### src/rtl/mem_access_pkg.sv
// Shared definitions for the MEM-stage load/store unit.
// Contents: op field layout, size encodings, FSM states and the alignment check.
package mem_access_pkg;

   localparam int OP_STORE_BIT    = 3;
   localparam int OP_UNSIGNED_BIT = 2;

   localparam logic [1:0] SIZE_B = 2'b00;
   localparam logic [1:0] SIZE_H = 2'b01;
   localparam logic [1:0] SIZE_W = 2'b10;

   typedef enum logic [1:0] {
      IDLE,
      ACCESS,
      MERGE_WR,
      RESP
   } state_e;

   // Size 11 is treated as a fault alongside the misaligned cases.
   function automatic logic is_fault(input logic [1:0] size, input logic [1:0] addr_lo);
      logic bad;
      case (size)
         SIZE_B:  bad = 1'b0;
         SIZE_H:  bad = addr_lo[0];
         SIZE_W:  bad = (addr_lo != 2'b00);
         default: bad = 1'b1;
      endcase
      return bad;
   endfunction

endpackage

### src/rtl/lsu_byte_lane.sv
// Byte-lane steering for a 32-bit little-endian word.
// Produces the extended load value and the read-modify-write store word.
module lsu_byte_lane
   import mem_access_pkg::*;
(
   input  logic [31:0] word_i,
   input  logic [1:0]  addr_lo,
   input  logic [1:0]  size,
   input  logic        ld_unsigned,
   input  logic [31:0] st_data,
   output logic [31:0] ld_value,
   output logic [31:0] st_merged
);

   logic [4:0]  byte_base;
   logic [4:0]  half_base;
   logic [7:0]  byte_sel;
   logic [15:0] half_sel;

   assign byte_base = {addr_lo, 3'b000};
   assign half_base = {addr_lo[1], 4'b0000};

   always_comb begin
      byte_sel = word_i[byte_base +: 8];
      half_sel = word_i[half_base +: 16];

      case (size)
         SIZE_B:  ld_value = ld_unsigned ? {24'd0, byte_sel} : {{24{byte_sel[7]}}, byte_sel};
         SIZE_H:  ld_value = ld_unsigned ? {16'd0, half_sel} : {{16{half_sel[15]}}, half_sel};
         default: ld_value = word_i;
      endcase

      // Only the addressed lane is replaced; the rest keeps the current memory word.
      st_merged = word_i;
      case (size)
         SIZE_B:  st_merged[byte_base +: 8]  = st_data[7:0];
         SIZE_H:  st_merged[half_base +: 16] = st_data[15:0];
         default: st_merged = st_data;
      endcase
   end

endmodule

### src/rtl/mem_access_unit.sv
// MEM-stage load/store initiator driving a word-only data memory.
// One transaction in flight; sub-word stores use a read-modify-write cycle.
module mem_access_unit
   import mem_access_pkg::*;
#(
   parameter int ADDR_WIDTH = 32,
   parameter int TAG_WIDTH  = 5
) (
   input  logic                  clk,
   input  logic                  rst_n,
   input  logic                  req_valid,
   output logic                  req_ready,
   input  logic [3:0]            req_op,
   input  logic [ADDR_WIDTH-1:0] req_addr,
   input  logic [31:0]           req_wdata,
   input  logic [TAG_WIDTH-1:0]  req_tag,
   output logic                  resp_valid,
   input  logic                  resp_ready,
   output logic [31:0]           resp_rdata,
   output logic [TAG_WIDTH-1:0]  resp_tag,
   output logic                  resp_fault,
   output logic [ADDR_WIDTH-1:0] mem_addr,
   output logic                  mem_wen,
   output logic [31:0]           mem_wdata,
   input  logic [31:0]           mem_rdata
);

   state_e                state_q, state_d;
   logic [3:0]            op_q, op_d;
   logic [1:0]            addr_lo_q, addr_lo_d;
   logic [31:0]           wdata_q, wdata_d;
   logic                  resp_valid_q, resp_valid_d;
   logic [31:0]           resp_rdata_q, resp_rdata_d;
   logic [TAG_WIDTH-1:0]  resp_tag_q, resp_tag_d;
   logic                  resp_fault_q, resp_fault_d;
   logic [ADDR_WIDTH-1:0] mem_addr_q, mem_addr_d;
   logic                  mem_wen_q, mem_wen_d;
   logic [31:0]           mem_wdata_q, mem_wdata_d;

   logic [31:0] ld_value;
   logic [31:0] st_merged;

   lsu_byte_lane u_lane (
      .word_i      (mem_rdata),
      .addr_lo     (addr_lo_q),
      .size        (op_q[1:0]),
      .ld_unsigned (op_q[OP_UNSIGNED_BIT]),
      .st_data     (wdata_q),
      .ld_value    (ld_value),
      .st_merged   (st_merged)
   );

   always_comb begin
      state_d      = state_q;
      op_d         = op_q;
      addr_lo_d    = addr_lo_q;
      wdata_d      = wdata_q;
      resp_valid_d = resp_valid_q;
      resp_rdata_d = resp_rdata_q;
      resp_tag_d   = resp_tag_q;
      resp_fault_d = resp_fault_q;
      mem_addr_d   = mem_addr_q;
      mem_wen_d    = 1'b0;
      mem_wdata_d  = 32'd0;

      case (state_q)
         IDLE: begin
            if (req_valid) begin
               op_d       = req_op;
               addr_lo_d  = req_addr[1:0];
               wdata_d    = req_wdata;
               resp_tag_d = req_tag;
               if (is_fault(req_op[1:0], req_addr[1:0])) begin
                  resp_valid_d = 1'b1;
                  resp_fault_d = 1'b1;
                  resp_rdata_d = 32'd0;
                  state_d      = RESP;
               end else begin
                  mem_addr_d = {req_addr[ADDR_WIDTH-1:2], 2'b00};
                  // Full-word stores need no read, so the write is lined up for ACCESS.
                  if (req_op[OP_STORE_BIT] && (req_op[1:0] == SIZE_W)) begin
                     mem_wen_d   = 1'b1;
                     mem_wdata_d = req_wdata;
                  end
                  state_d = ACCESS;
               end
            end
         end
         ACCESS: begin
            if (!op_q[OP_STORE_BIT]) begin
               resp_rdata_d = ld_value;
               resp_fault_d = 1'b0;
               resp_valid_d = 1'b1;
               state_d      = RESP;
            end else if (op_q[1:0] == SIZE_W) begin
               resp_rdata_d = 32'd0;
               resp_fault_d = 1'b0;
               resp_valid_d = 1'b1;
               state_d      = RESP;
            end else begin
               mem_wen_d   = 1'b1;
               mem_wdata_d = st_merged;
               state_d     = MERGE_WR;
            end
         end
         MERGE_WR: begin
            resp_rdata_d = 32'd0;
            resp_fault_d = 1'b0;
            resp_valid_d = 1'b1;
            state_d      = RESP;
         end
         RESP: begin
            if (resp_ready) begin
               resp_valid_d = 1'b0;
               state_d      = IDLE;
            end
         end
         default: state_d = IDLE;
      endcase
   end

   always_ff @(posedge clk) begin
      if (!rst_n) begin
         state_q      <= IDLE;
         op_q         <= 4'd0;
         addr_lo_q    <= 2'd0;
         wdata_q      <= 32'd0;
         resp_valid_q <= 1'b0;
         resp_rdata_q <= 32'd0;
         resp_tag_q   <= '0;
         resp_fault_q <= 1'b0;
         mem_addr_q   <= '0;
         mem_wen_q    <= 1'b0;
         mem_wdata_q  <= 32'd0;
      end else begin
         state_q      <= state_d;
         op_q         <= op_d;
         addr_lo_q    <= addr_lo_d;
         wdata_q      <= wdata_d;
         resp_valid_q <= resp_valid_d;
         resp_rdata_q <= resp_rdata_d;
         resp_tag_q   <= resp_tag_d;
         resp_fault_q <= resp_fault_d;
         mem_addr_q   <= mem_addr_d;
         mem_wen_q    <= mem_wen_d;
         mem_wdata_q  <= mem_wdata_d;
      end
   end

   // Reset must block a pending write even when it lands mid-transaction.
   assign mem_wen    = mem_wen_q & rst_n;
   assign mem_wdata  = mem_wen ? mem_wdata_q : 32'd0;
   assign req_ready  = rst_n & (state_q == IDLE);
   assign mem_addr   = mem_addr_q;
   assign resp_valid = resp_valid_q;
   assign resp_rdata = resp_rdata_q;
   assign resp_tag   = resp_tag_q;
   assign resp_fault = resp_fault_q;

endmodule

### config.mk
export PLATFORM = sky130hd
export DESIGN_NAME = mem_access_unit
export DESIGN_NICKNAME = d
export VERILOG_FILES = /design/src/rtl/mem_access_pkg.sv /design/src/rtl/lsu_byte_lane.sv /design/src/rtl/mem_access_unit.sv
export SDC_FILE = /design/constraint.sdc
export NUM_CORES = 1
export LEC_CHECK = 0
export CAP_MARGIN = 15
export CORE_MARGIN = 8
export CORE_UTILIZATION = 30
export DETAILED_ROUTE_END_ITERATION = 10
export PLACE_DENSITY = 0.53
export SYNTH_ARGS = -nofsm -noshare
export SYNTH_HDL_FRONTEND = slang
export SYNTH_SLANG_ARGS = --single-unit
export TNS_END_PERCENT = 100
### constraint.sdc
create_clock -name clk -period 4.1 [get_ports clk]
set_clock_uncertainty 0.15 [all_clocks]
set_input_delay 0.82 -clock clk [delete_from_list [all_inputs] [get_ports clk]]
set_output_delay 0.82 -clock clk [all_outputs]
set_load 0.01 [all_outputs]
## Yosys cells after proc, flatten, opt, wreduce, memory -nomap -nowiden

Cells that the tools add are included.

- Register bits after elaboration: 142
- Bits of input ports: 109

- Add/subtract/negate cells: 2
- Equality and inequality tests: 11
- Shift-type cells: 6
- Multiplexer cells: 42
- Bitwise logic cells: 3
- Reductions and logical operators: 11

Operators by type and width:

| operator | count |
|---|---|
| $mux 32 | 12 |
| $pmux 32 s2 | 3 |
| $pmux 32 s3 | 1 |
| $bwmux 32 | 2 |
| $shift 16x7->32 const A | 1 |
| $shift 8x7->32 const A | 1 |
| $shiftx 16x7->32 | 1 |
| $shiftx 32x6->16 | 1 |
| $shiftx 32x6->8 | 1 |
| $shiftx 8x7->32 | 1 |
| $mux 1 | 16 |
| $neg 5->7 | 2 |
| $eq 2x2->1 const B | 4 |
| $pmux 2 s4 | 1 |
| $reduce_and 4->1 | 2 |
| $eq 2x1->1 const B | 3 |
| $logic_not 2->1 | 3 |
| $mux 2 | 3 |
| $ne 2x2->1 const B | 3 |
| $pmux 1 s3 | 2 |
| $pmux 1 s4 | 1 |
| $reduce_and 2->1 | 2 |
| $ne 3x3->1 const B | 1 |
| $reduce_and 3->1 | 1 |
| 6 further kinds | 7 |

## Depth between registers and ports, before layout

- Depth after elaboration: 7
- Depth in mapped cells: 9
- Gate-level depth less buffers: 6

## By module

From an unflattened synthesis, not the netlist that was laid out.

- Cells, all modules: 968
- Area, all modules: 7327.0 µm²

By module, submodules not included:

| module | instances | cells each | area each (µm²) | sequential area each (µm²) |
|---|---|---|---|---|
| mem_access_unit | 1 | 686 | 5597.9 | 2842.7 |
| lsu_byte_lane | 1 | 282 | 1729.2 | 0.0 |

## Worst setup path before layout

Ideal clock, no wire load.

- Path type: input to output
- From: in rst_n
- To: out mem_wdata[25]
- Arrival: 1.460 ns
- Data required time: 3.130 ns
- Slack: 1.670 ns
- Stages on the path: 3
- Path through: clkbuf_1 -> clkbuf_1 -> and3_1

- Cells in the longest elaborated chain, start to end: 2

Ends and longest elaborated chain:

| element | RTL line | text |
|---|---|---|
| start: declaration | mem_access_unit.sv:10 | `input logic rst_n,` |
| $and 1x1->1 | mem_access_unit.sv:151 | `assign mem_wen = mem_wen_q & rst_n;` |
| $mux 32 | mem_access_unit.sv:152 | `assign mem_wdata = mem_wen ? mem_wdata_q : 32'd0;` |
| end: declaration | mem_access_unit.sv:24 | `output logic [31:0] mem_wdata,` |

No other way between the ends.

## Worst setup path in the final report

- From: in rst_n
- To: out mem_wdata[4]

Same word-level chain as after synthesis.

==> results.py <==
metrics = {
    "run_status": {
        "outcome": "finished clean",
    },
    "drt": {
        "drt-initial-drc-count": 643,
        "drtAntennaViolNets": 0,
        "vias": 7214,
        "wire_per_inst_um": 20.5,
        "wirelength_mm": 28.2,
        "first_pass_iters": 9,
        "avgViaCountPerCell": 5.25,
        "drcViolationCount": 0,
    },
    "floorplan": {
        "start_util": 0.305,
        "io_pins": 214,
        "core-area_mm2": 0.0235,
        "die_y_um": 170,
        "die_x_um": 170,
        "core.rowCount": 56,
        "dieArea_mm2": 0.0291,
    },
    "cells_and_area": {
        "multi_input_area_mm2": 0.00391,
        "ff_latch_area_mm2": 0.00285,
        "nets": 1158,
        "design_area_mm2": 0.0101,
        "fin_cells": 1374,
        "layout-drive-gt1-share": 0.0835,
        "num-fill-cells": 2375,
        "fin_util": 0.431,
        "area_growth_pct": 41.4,
    },
    "cts": {
        "cts_root_buffer": "clkbuf_16",
        "postCtsSetupBuffers": 0,
        "cts.sinks": 142,
        "clockBufferDepth": 2,
        "cts_hold_buffers": 0,
        "cts.clk_slew.worst_paths_ns": 0.06,
        "post_cts_resized": 0,
        "cts_tree": "yes",
        "cts_buffers": 17,
        "htreeDepth": 4,
        "clk-insertion-delay-late_ns": 0.42,
    },
    "grt": {
        "antenna_found_initial": 0,
        "grt_pass1_vias": 7043,
        "grt_start_max_net_pins": 44,
        "grt-ovfl-total": 0,
        "grt_use_total": 0.191,
        "grt_pass1_wl_mm": 42.8,
    },
    "worst_setup_path": {
        "endpoint_kind": "primary output",
        "critPathKind": "in2out",
        "cp_data_required_time_ns": 3.13,
        "worstPathArrival_ns": 2.55,
        "path_max_fanout": 32,
        "critPathLaunchType": "input port",
    },
    "sta": {
        "finalHoldViolCount": 0,
        "max_freq_ghz": 0.284,
        "finalCriticalPeriod_ns": 3.52,
        "rsz0062_at_grt": "false",
        "setup_viol": 0,
        "finalCritPeriodShare": 0.859,
        "fin_ws_ns": 0.578,
        "tightest_slew_ns": 0.815,
        "slew-limit-headroom": 0.446,
        "setup_tns_ns": 0,
        "drv_slew": 0,
        "timing.hold.ws_ns": 0.304,
    },
    "logic_synthesis": {
        "synth_cell_type_count": 60,
        "synthArstFlopShare": 0,
        "synth_edf_count": 0,
        "yosysSeqAreaShare": 0.397,
        "synthesis.area_mm2": 0.00716,
        "synth.avg_cell_area_um2": 8.28,
        "syn_inst": 864,
        "synth-seq-cells": 142,
        "ys.flop_type": "dfxtp_1",
        "yosys_warnings": 0,
    },
    "power_and_ir_drop": {
        "powerDensity_mw_per_mm2": 502,
        "total_power_mw": 5.08,
        "ir_drop_mv": 0.257,
        "leakagePower_nw": 3.58,
    },
    "place": {
        "dp_hpwl_mm": 20.3,
        "placed_cells": 1341,
        "placed_area_mm2": 0.00951,
        "place_congestion": 0.854,
        "pre_cts_ws_ns": 0.581,
        "io_buffers": 211,
    },
    "job": {
        "cap_violations": 0,
    },
    "worst_hold_path": {
        "hp-class": "reg2reg",
    },
}
-- registers in the layout (all words and copies together), names as in the netlist --
register	flops
wdata_q	32
op_q	4
mem_wdata_q	32
addr_lo_q	2
resp_tag	5
mem_addr	30
resp_fault	1
state_q	2
resp_valid	1
resp_rdata	32
mem_wen_q	1
-- synth_stat cells, types with 2 or more instances --
master       n  share of area
nor4bb_1     2         0.0028
a21oi_1    105          0.073
nand2b_1    23          0.020
clkbuf_1    43          0.023
nand4_1      2         0.0017
o221ai_1    15          0.018
and3_1      33          0.029
nand3_1      9         0.0063
mux2_2       9          0.014
ha_1         8          0.014
o2bb2ai_1   16          0.020
buf_4        6         0.0063
buf_6        4         0.0063
o211ai_1    15          0.016
dfxtp_1    142           0.40
nand2_1    191           0.10
buf_1        6         0.0031
a211oi_1     2         0.0021
o2bb2ai_2    8          0.017
o21ai_0     30          0.021
inv_1       10         0.0052
a221o_1     14          0.020
nor3_1       2         0.0014
and2_1       3         0.0026
o31ai_1      3         0.0031
o21a_1       2         0.0021
a22oi_1      2         0.0021
mux2i_1     24          0.034
o31a_4       2         0.0049
a32o_1       7         0.0098
a221oi_1     3         0.0037
buf_2       19          0.013
nor2b_1     13          0.011
nand3b_1     2         0.0021
o22ai_1     22          0.019
nand4bb_1    3         0.0047
nor2_1      15         0.0079
a222oi_1     8          0.011
or4bb_1      4         0.0063
a22o_1      17          0.021
-- final timing paths --
| check | from | end | slack (ns) | depth (start not counted) |
|---|---|---|---|---|
| hold reg to reg | mem_addr[23] | mem_addr[23] | 0.30 | 2 |
| setup reg to reg | addr_lo_q[1] | resp_rdata[30] | 1.55 | 4 |
| setup / recovery | rst_n | mem_wdata[4] | 0.58 | 4 |
| hold / removal | mem_addr[23] | mem_addr[23] | 0.30 | 2 |
-- cell usage in the layout (no fill, tap or decap), types with 3 or more instances in the layout --
cell type and instances:
a221o_1 14, nor2_1 15, bufinv_16 3, clkbuf_16 17, o31ai_1 3, nor2b_1 13
o2bb2ai_2 8, clkinv_4 3, clkdlybuf4s50_1 211, nand2b_1 23, inv_1 9, ha_1 8
o2bb2ai_1 16, mux2i_1 24, a221oi_1 3, o21ai_0 29, or4bb_1 4, o22ai_1 22
a222oi_1 8, a21oi_1 105, a22o_1 17, buf_4 24, nand3_1 9, nand2_1 191
dfxtp_1 140, nand4bb_1 3, clkinv_2 3, mux2_2 9, o221ai_1 15, inv_6 3
o211ai_1 15, and3_1 33, a32o_1 7
-- critical path: stages --
cell	delay (ns)
clkdlybuf4s50_1	0.57
buf_4	0.35
and3_1	0.21
clkdlybuf4s50_1	0.59
-- layout make-up --
class | instances | share of cell area
timing repair buffer | 236 | 0.229
multi-input combinational | 632 | 0.386
sequential | 142 | 0.281
antenna | 1 | 0.000247
clock inverter | 15 | 0.0182
clock buffer | 17 | 0.0420
tap | 319 | 0.0394
inverter | 12 | 0.00445
-- cell families (layout without fill, tap and decap cells) --
family / after synthesis / count (layout) / share of synthesized area
simple gates: 310 / 310 / 0.207
compound gates: 277 / 277 / 0.270
flops: 142 / 142 / 0.397
buf+inv: 91 / 280 / 0.0586
mux: 35 / 35 / 0.0528
fa+ha+maj: 8 / 8 / 0.0140
other cells: 1 / 3 / 0.000524
-- where the power goes --
part           switching (mW)  leakage, nW  total, mW  internal [mW]
clock                   0.669        0.296       1.64          0.967
sequential              0.196         1.15       1.76           1.57
combinational           0.946         2.13       1.68          0.738
-- per-layer routing --
layer | track usage | part of all wire
met1 | 0.239 | 0.43
met3 | 0.0653 | 0.086
met4 | 0.0584 | 0.020
met5 | 0 | 0
met2 | 0.303 | 0.46
Power figures use the tool's default switching activity.
